$ cat src/rtl/fft_seq_pkg.sv
// fft_seq_pkg: shared state encoding, framing constants and frame-length legality check
package fft_seq_pkg;

    typedef enum logic [1:0] {IDLE, STREAM, PAD} seq_state_t;

    localparam int MIN_PTS = 8;
    localparam logic [1:0] ERR_MISSING = 2'b01;

    function automatic logic pts_legal(input int unsigned pts, input int unsigned max_pts);
        return pts >= MIN_PTS && pts <= max_pts && (pts & (pts - 1)) == 0;
    endfunction

endpackage

$ cat src/rtl/seq_fifo.sv
// seq_fifo: show-ahead synchronous FIFO; the head word is registered, so a write
// into an empty FIFO is visible on dout the following cycle
module seq_fifo #(
    parameter int DATA_W = 16,
    parameter int DEPTH  = 16,
    localparam int AW    = $clog2(DEPTH)
) (
    input  logic              clk,
    input  logic              reset_n,
    input  logic              push,
    input  logic              pop,
    input  logic [DATA_W-1:0] din,
    output logic [DATA_W-1:0] dout,
    output logic              full,
    output logic              empty,
    output logic [AW:0]       level
);
    logic [DATA_W-1:0] mem [DEPTH];
    logic [AW-1:0] wr_ptr, rd_ptr, rd_next;
    logic wr_en, rd_en;

    assign full    = level == (AW+1)'(DEPTH);
    assign empty   = level == '0;
    assign wr_en   = push && !full;
    assign rd_en   = pop && !empty;
    assign rd_next = rd_ptr + AW'(rd_en);

    always_ff @(posedge clk)
        if (wr_en) mem[wr_ptr] <= din;

    // the new head comes straight from din when the FIFO drains to the word being written
    always_ff @(posedge clk or negedge reset_n) begin
        if (!reset_n) begin
            wr_ptr <= '0;
            rd_ptr <= '0;
            level  <= '0;
            dout   <= '0;
        end else begin
            wr_ptr <= wr_ptr + AW'(wr_en);
            rd_ptr <= rd_next;
            level  <= level + (AW+1)'(wr_en) - (AW+1)'(rd_en);
            dout   <= (wr_en && wr_ptr == rd_next) ? din : mem[rd_next];
        end
    end

endmodule

$ cat src/rtl/fft_frame_sequencer.sv
// fft_frame_sequencer: frames a stalling-free sample stream into sop/eop packets for the FFT core.
// Optional FFT_SEQ_ZERO_PAD_EN: flush closes an open frame by draining then padding with zeros.
module fft_frame_sequencer
    import fft_seq_pkg::*;
#(
    parameter int DATA_W     = 16,
    parameter int MAX_PTS    = 512,
    parameter int FIFO_DEPTH = 16,
    parameter int PTS_W      = 10
) (
    input  logic                          clk,
    input  logic                          reset_n,
    input  logic                          in_valid,
    input  logic [DATA_W-1:0]             in_data,
    input  logic                          flush,
    input  logic [PTS_W-1:0]              fftpts_in,
    input  logic                          out_ready,
    output logic                          out_valid,
    output logic                          out_sop,
    output logic                          out_eop,
    output logic [DATA_W-1:0]             out_real,
    output logic [DATA_W-1:0]             out_imag,
    output logic [1:0]                    out_error,
    output logic                          overflow,
    output logic                          cfg_err,
    output logic [15:0]                   frame_cnt,
    output logic [$clog2(FIFO_DEPTH):0]   fifo_level
);
    seq_state_t state;
    logic [PTS_W-1:0] idx, n;
    logic [DATA_W-1:0] head;
    logic full, empty, xfer, last, bad, pts_ok;

    assign out_valid = state == PAD || !empty;
    assign last      = idx == n - 1'b1;
    assign out_sop   = out_valid && idx == '0;
    assign out_eop   = out_valid && last;
    assign out_real  = (state == PAD || empty) ? '0 : head;
    assign out_imag  = '0;
    assign out_error = (out_eop && bad) ? ERR_MISSING : 2'b00;
    assign xfer      = out_valid && out_ready;
    assign pts_ok    = pts_legal(32'(fftpts_in), MAX_PTS);

    seq_fifo #(.DATA_W(DATA_W), .DEPTH(FIFO_DEPTH)) u_fifo (
        .clk     (clk),
        .reset_n (reset_n),
        .push    (in_valid),
        .pop     (xfer && state != PAD),
        .din     (in_data),
        .dout    (head),
        .full    (full),
        .empty   (empty),
        .level   (fifo_level)
    );

`ifdef FFT_SEQ_ZERO_PAD_EN
    logic pend;
    always_ff @(posedge clk or negedge reset_n) begin
        if (!reset_n) pend <= 1'b0;
        else          pend <= !(xfer && last) && (pend || (flush && idx != '0));
    end
`else
    logic unused_flush;
    assign unused_flush = flush;
`endif

    always_ff @(posedge clk or negedge reset_n) begin
        if (!reset_n) begin
            state     <= IDLE;
            idx       <= '0;
            n         <= PTS_W'(MAX_PTS);
            bad       <= 1'b0;
            overflow  <= 1'b0;
            cfg_err   <= 1'b0;
            frame_cnt <= '0;
        end else begin
            overflow <= in_valid && full;
            // a drop in the same cycle as eop is charged to the following frame
            bad      <= (in_valid && full) || (bad && !(xfer && last));
            if (xfer && out_sop) begin
                n       <= pts_ok ? fftpts_in : PTS_W'(MAX_PTS);
                cfg_err <= cfg_err | !pts_ok;
            end
            if (xfer) idx <= last ? '0 : idx + 1'b1;
            if (xfer && last) frame_cnt <= frame_cnt + 1'b1;
            case (state)
                IDLE:   if (!empty) state <= STREAM;
                STREAM:
`ifdef FFT_SEQ_ZERO_PAD_EN
                    if (pend && empty && idx != '0) state <= PAD; else
`endif
                    if (empty && idx == '0) state <= IDLE;
                PAD:    if (xfer && last) state <= IDLE;
                default: state <= IDLE;
            endcase
        end
    end

endmodule

$ cat config.mk
export PLATFORM = sky130hd
export DESIGN_NAME = fft_frame_sequencer
export DESIGN_NICKNAME = d
export VERILOG_FILES = /design/src/rtl/fft_seq_pkg.sv /design/src/rtl/seq_fifo.sv /design/src/rtl/fft_frame_sequencer.sv
export SDC_FILE = /design/constraint.sdc
export NUM_CORES = 1
export LEC_CHECK = 0
export ABC_AREA = 1
export CELL_PAD_IN_SITES_DETAIL_PLACEMENT = 0
export CELL_PAD_IN_SITES_GLOBAL_PLACEMENT = 1
export CORE_ASPECT_RATIO = 0.9
export CORE_MARGIN = 2
export CORE_UTILIZATION = 35
export CTS_CLUSTER_SIZE = 8
export DETAILED_ROUTE_END_ITERATION = 12
export PLACE_DENSITY = 0.67
export SYNTH_ARGS = -nofsm -noshare
export SYNTH_HDL_FRONTEND = slang
export SYNTH_SLANG_ARGS = --single-unit
$ cat constraint.sdc
create_clock -name clk -period 9.14 [get_ports clk]
set_input_delay 2.285 -clock clk [delete_from_list [all_inputs] [get_ports clk]]
set_output_delay 2.285 -clock clk [all_outputs]
set_load 0.03 [all_outputs]
==> reports/results.ini <==
[power_and_ir_drop]
p_sw_share_pct=38.9
power.density_nw_per_um2=333
p_switching_uw=2180
power.total_uw=5610
ir_drop_v=0.000242
p_leak_uw=0.00634
p_comb_share_pct=37.9
clkPwrFrac_pct=27.9
power_frac_seq_pct=34.2
internal-power_uw=3430

[worst_setup_path]
crit_slowest_cell=clkinv_2
start_kind=input port
cp_num_cells=13
r2r_cells=16
r2r_slack_ns=4.44
crit_buf_inv=5
critical_path_class=in2reg
cp.required_ns=9.59
cpMostUsedCell=o21ai_0
rr_endpoint=u_fifo.dout[0]
rr_startpoint=u_fifo.level[2]
path_cells=clkdlybuf4s50_1 -> nand2_1 -> inv_1 -> buf_4 -> ha_4 -> clkinv_2 -> buf_4 -> o21ai_0 -> o21ai_0 -> o211ai_1 -> o21ai_0 -> nand2_1 -> o21ai_1
cp.arrival_ns=6.34
max_stage_delay_ns=0.80
path_max_fanout=66
cpLargestDelayFamily=buffers and inverters
cp-end-kind=register

[route]
wl_per_cell_um=18.3
avgViaCountPerCell=4.92
drc=0
firstDrtPassIters=5
ant_nets=0
num_vias=9715
drt-initial-drc-count=686
wl_mm=36.0

[timing]
period_share_pct=64.5
final-setup-viol-count=0
min_period_ns=5.89
fmax_ghz=0.170
slew_viol_final=0
worstMarginPinSlew_ns=1.16
hold_viol=0
final.setup.tns_ns=0
max_slew_margin_pct=22.6
rsz0062_at_grt=false
skew_ns=0.0180

[floorplanning]
boundaryPins=91
die_w_um=217
start_util_pct=35.2
rows=70
coreArea_um2=40400
dieArea_um2=42300
die_h_um=195

[global_route]
grt_pass1_vias=9427
grtUsageMet3_pct=3.83
grt_use_total_pct=17.3
grt.busiest_layer=met2
grt_max_degree=100
grt-ovfl-total=0
met2_usage_pct=26.9
grt_pass1_wl_mm=56.0
grt_use_met1_pct=24.4
antenna_found_initial=2

[clock_tree]
cts.sinks=324
postCtsSetupBuffers=0
clkLatencyLatePin_ns=0.57
ctsHoldBuffers=0
clockBufferDepth=3
cts_resized=0
path_clk_slew_ns=0.05
htreeDepth=2
cts_tree=done
numCtsBuffers=46
clk_root_buffer_cell=clkbuf_16

[synthesis]
yosys_warnings=0
seq_area_frac_synth_pct=66.0
synth_top_flop_cell=edfxtp_1
syn_area_per_cell_um2=10.8
ys_types=39
async_reset_ff_share_pct=21.0
syn_area_um2=14200
synth-edff-count=256
syn_inst=1316
ys_ff_latch=324

[min_path]
worstHoldPathType=reg2reg
hold_depth=2
hp-start=bad
hold_end=bad

[job]
maxCapViolations=0

[placed_design]
port_buffers=72
dp_hpwl_mm=21.5
gp_congestion=0.842

[final_layout]
drive_gt1_share_pct=7.39
n_antenna_cell=0
area_growth_pct=18.3
final_nets=1444

[outcome]
status=finished clean

## power groups by stage
stage / clock (uW) / combinational (uW) / sequential, uW
2_1_floorplan: 0 / 1440 / 1930
6_report: 1560 / 2130 / 1920
5_1_grt: 1670 / 2390 / 1930
3_5_place_dp: 0 / 2150 / 1940
4_1_cts: 1610 / 2160 / 1920
3_3_place_gp: 0 / 2140 / 1940
## cell type report
type                            instances  area [um^2]
Fill cell                            3846        23500
Sequential cell                       324         9390
Clock inverter                          3         43.8
Tap cell                              540          676
Timing Repair Buffer                   96          898
Clock buffer                           81         1280
Inverter                               99          373
Multi-Input combinational cell        831         4180
## cell families after synthesis
group           Yosys count  share of synthesized area [%]
simple gates            479                           13.9
flops                   324                           66.0
compound gates          280                           10.7
buf+inv                 177                           5.36
xor+xnor                 39                           2.58
fa+ha+maj                15                           1.37
other cells               1                         0.0264
mux                       1                         0.0703
## sequential cells by signal, summed over array words and instances (netlist names)
register / cells
u_fifo.rd_ptr: 4
idx: 10
frame_cnt: 16
u_fifo.dout: 16
bad: 1
overflow: 1
u_fifo.wr_ptr: 4
u_fifo.mem: 256
n: 10
cfg_err: 1
u_fifo.level: 5
## metal layers
layer	vias up	part of all wire (%)
li1	4694	-
met5	-	0.058
met1	4740	47
met2	220	45
met3	57	5.3
met4	4	1.9
## metrics by stage
step	instance area, um^2	utilization (%)	hold slack, ns	setup WS (ns)	instances
floorplan	14300	-	0.434	4.68	1332
global placement	15500	38.4	0.453	2.67	1890
detailed placement	15500	38.4	0.462	2.71	1890
CTS	16800	41.7	0.476	3.32	1974
global route	16800	41.7	0.492	2.95	1974
finish	16800	41.7	0.470	3.25	1974
## layout by cell type, fill, tap and decap left out, types with 2 or more instances in the layout
| cell | n |
|---|---|
| a21oi_1 | 7 |
| clkbuf_16 | 46 |
| edfxtp_1 | 256 |
| o22ai_1 | 32 |
| inv_2 | 3 |
| o21ai_0 | 188 |
| clkinv_2 | 2 |
| inv_1 | 95 |
| dfrtp_1 | 67 |
| nand2_1 | 152 |
| xnor2_1 | 14 |
| conb_1 | 17 |
| o21ai_1 | 20 |
| nor3_1 | 8 |
| clkdlybuf4s50_1 | 71 |
| nor2_2 | 12 |
| buf_4 | 25 |
| ha_1 | 12 |
| clkbuf_1 | 35 |
| o211ai_1 | 32 |
| xor2_1 | 23 |
| or2_2 | 3 |
| nand3_1 | 56 |
| nand4_1 | 11 |
| nor4_1 | 2 |
| nand2_2 | 3 |
| nor2_4 | 2 |
| nor2_1 | 225 |
## worst min-delay path, stage by stage, from the launching register on
cell     delay (ns)
dfrtp_1        0.34
nand2_1        0.05
nand2_1        0.05
## cell usage after synthesis (all sizes together), types with 24 or more instances
| cell | count | share of area, % |
|---|---|---|
| edfxtp | 256 | 54 |
| dfrtp | 67 | 12 |
| o21ai | 208 | 7.3 |
| nand2 | 155 | 4.1 |
| inv | 99 | 2.6 |
| nor2 | 239 | 6.5 |
| xor2 | 24 | 1.5 |
| clkbuf | 40 | 1.1 |
| nand3 | 57 | 2.0 |
| o22ai | 32 | 1.4 |
| o211ai | 32 | 1.7 |
| buf | 38 | 1.7 |
## worst max path at each step
stage / startpoint / to / slack (ns)
2_1_floorplan: n[0] / out_error[0] / 4.68
4_1_cts: out_ready / u_fifo.dout[8] / 3.32
3_5_place_dp: out_ready / u_fifo.dout[1] / 2.71
5_1_grt: out_ready / u_fifo.dout[15] / 2.95
3_3_place_gp: out_ready / u_fifo.dout[3] / 2.67
6_report: out_ready / u_fifo.dout[0] / 3.25
Power figures use the tool's default switching activity.
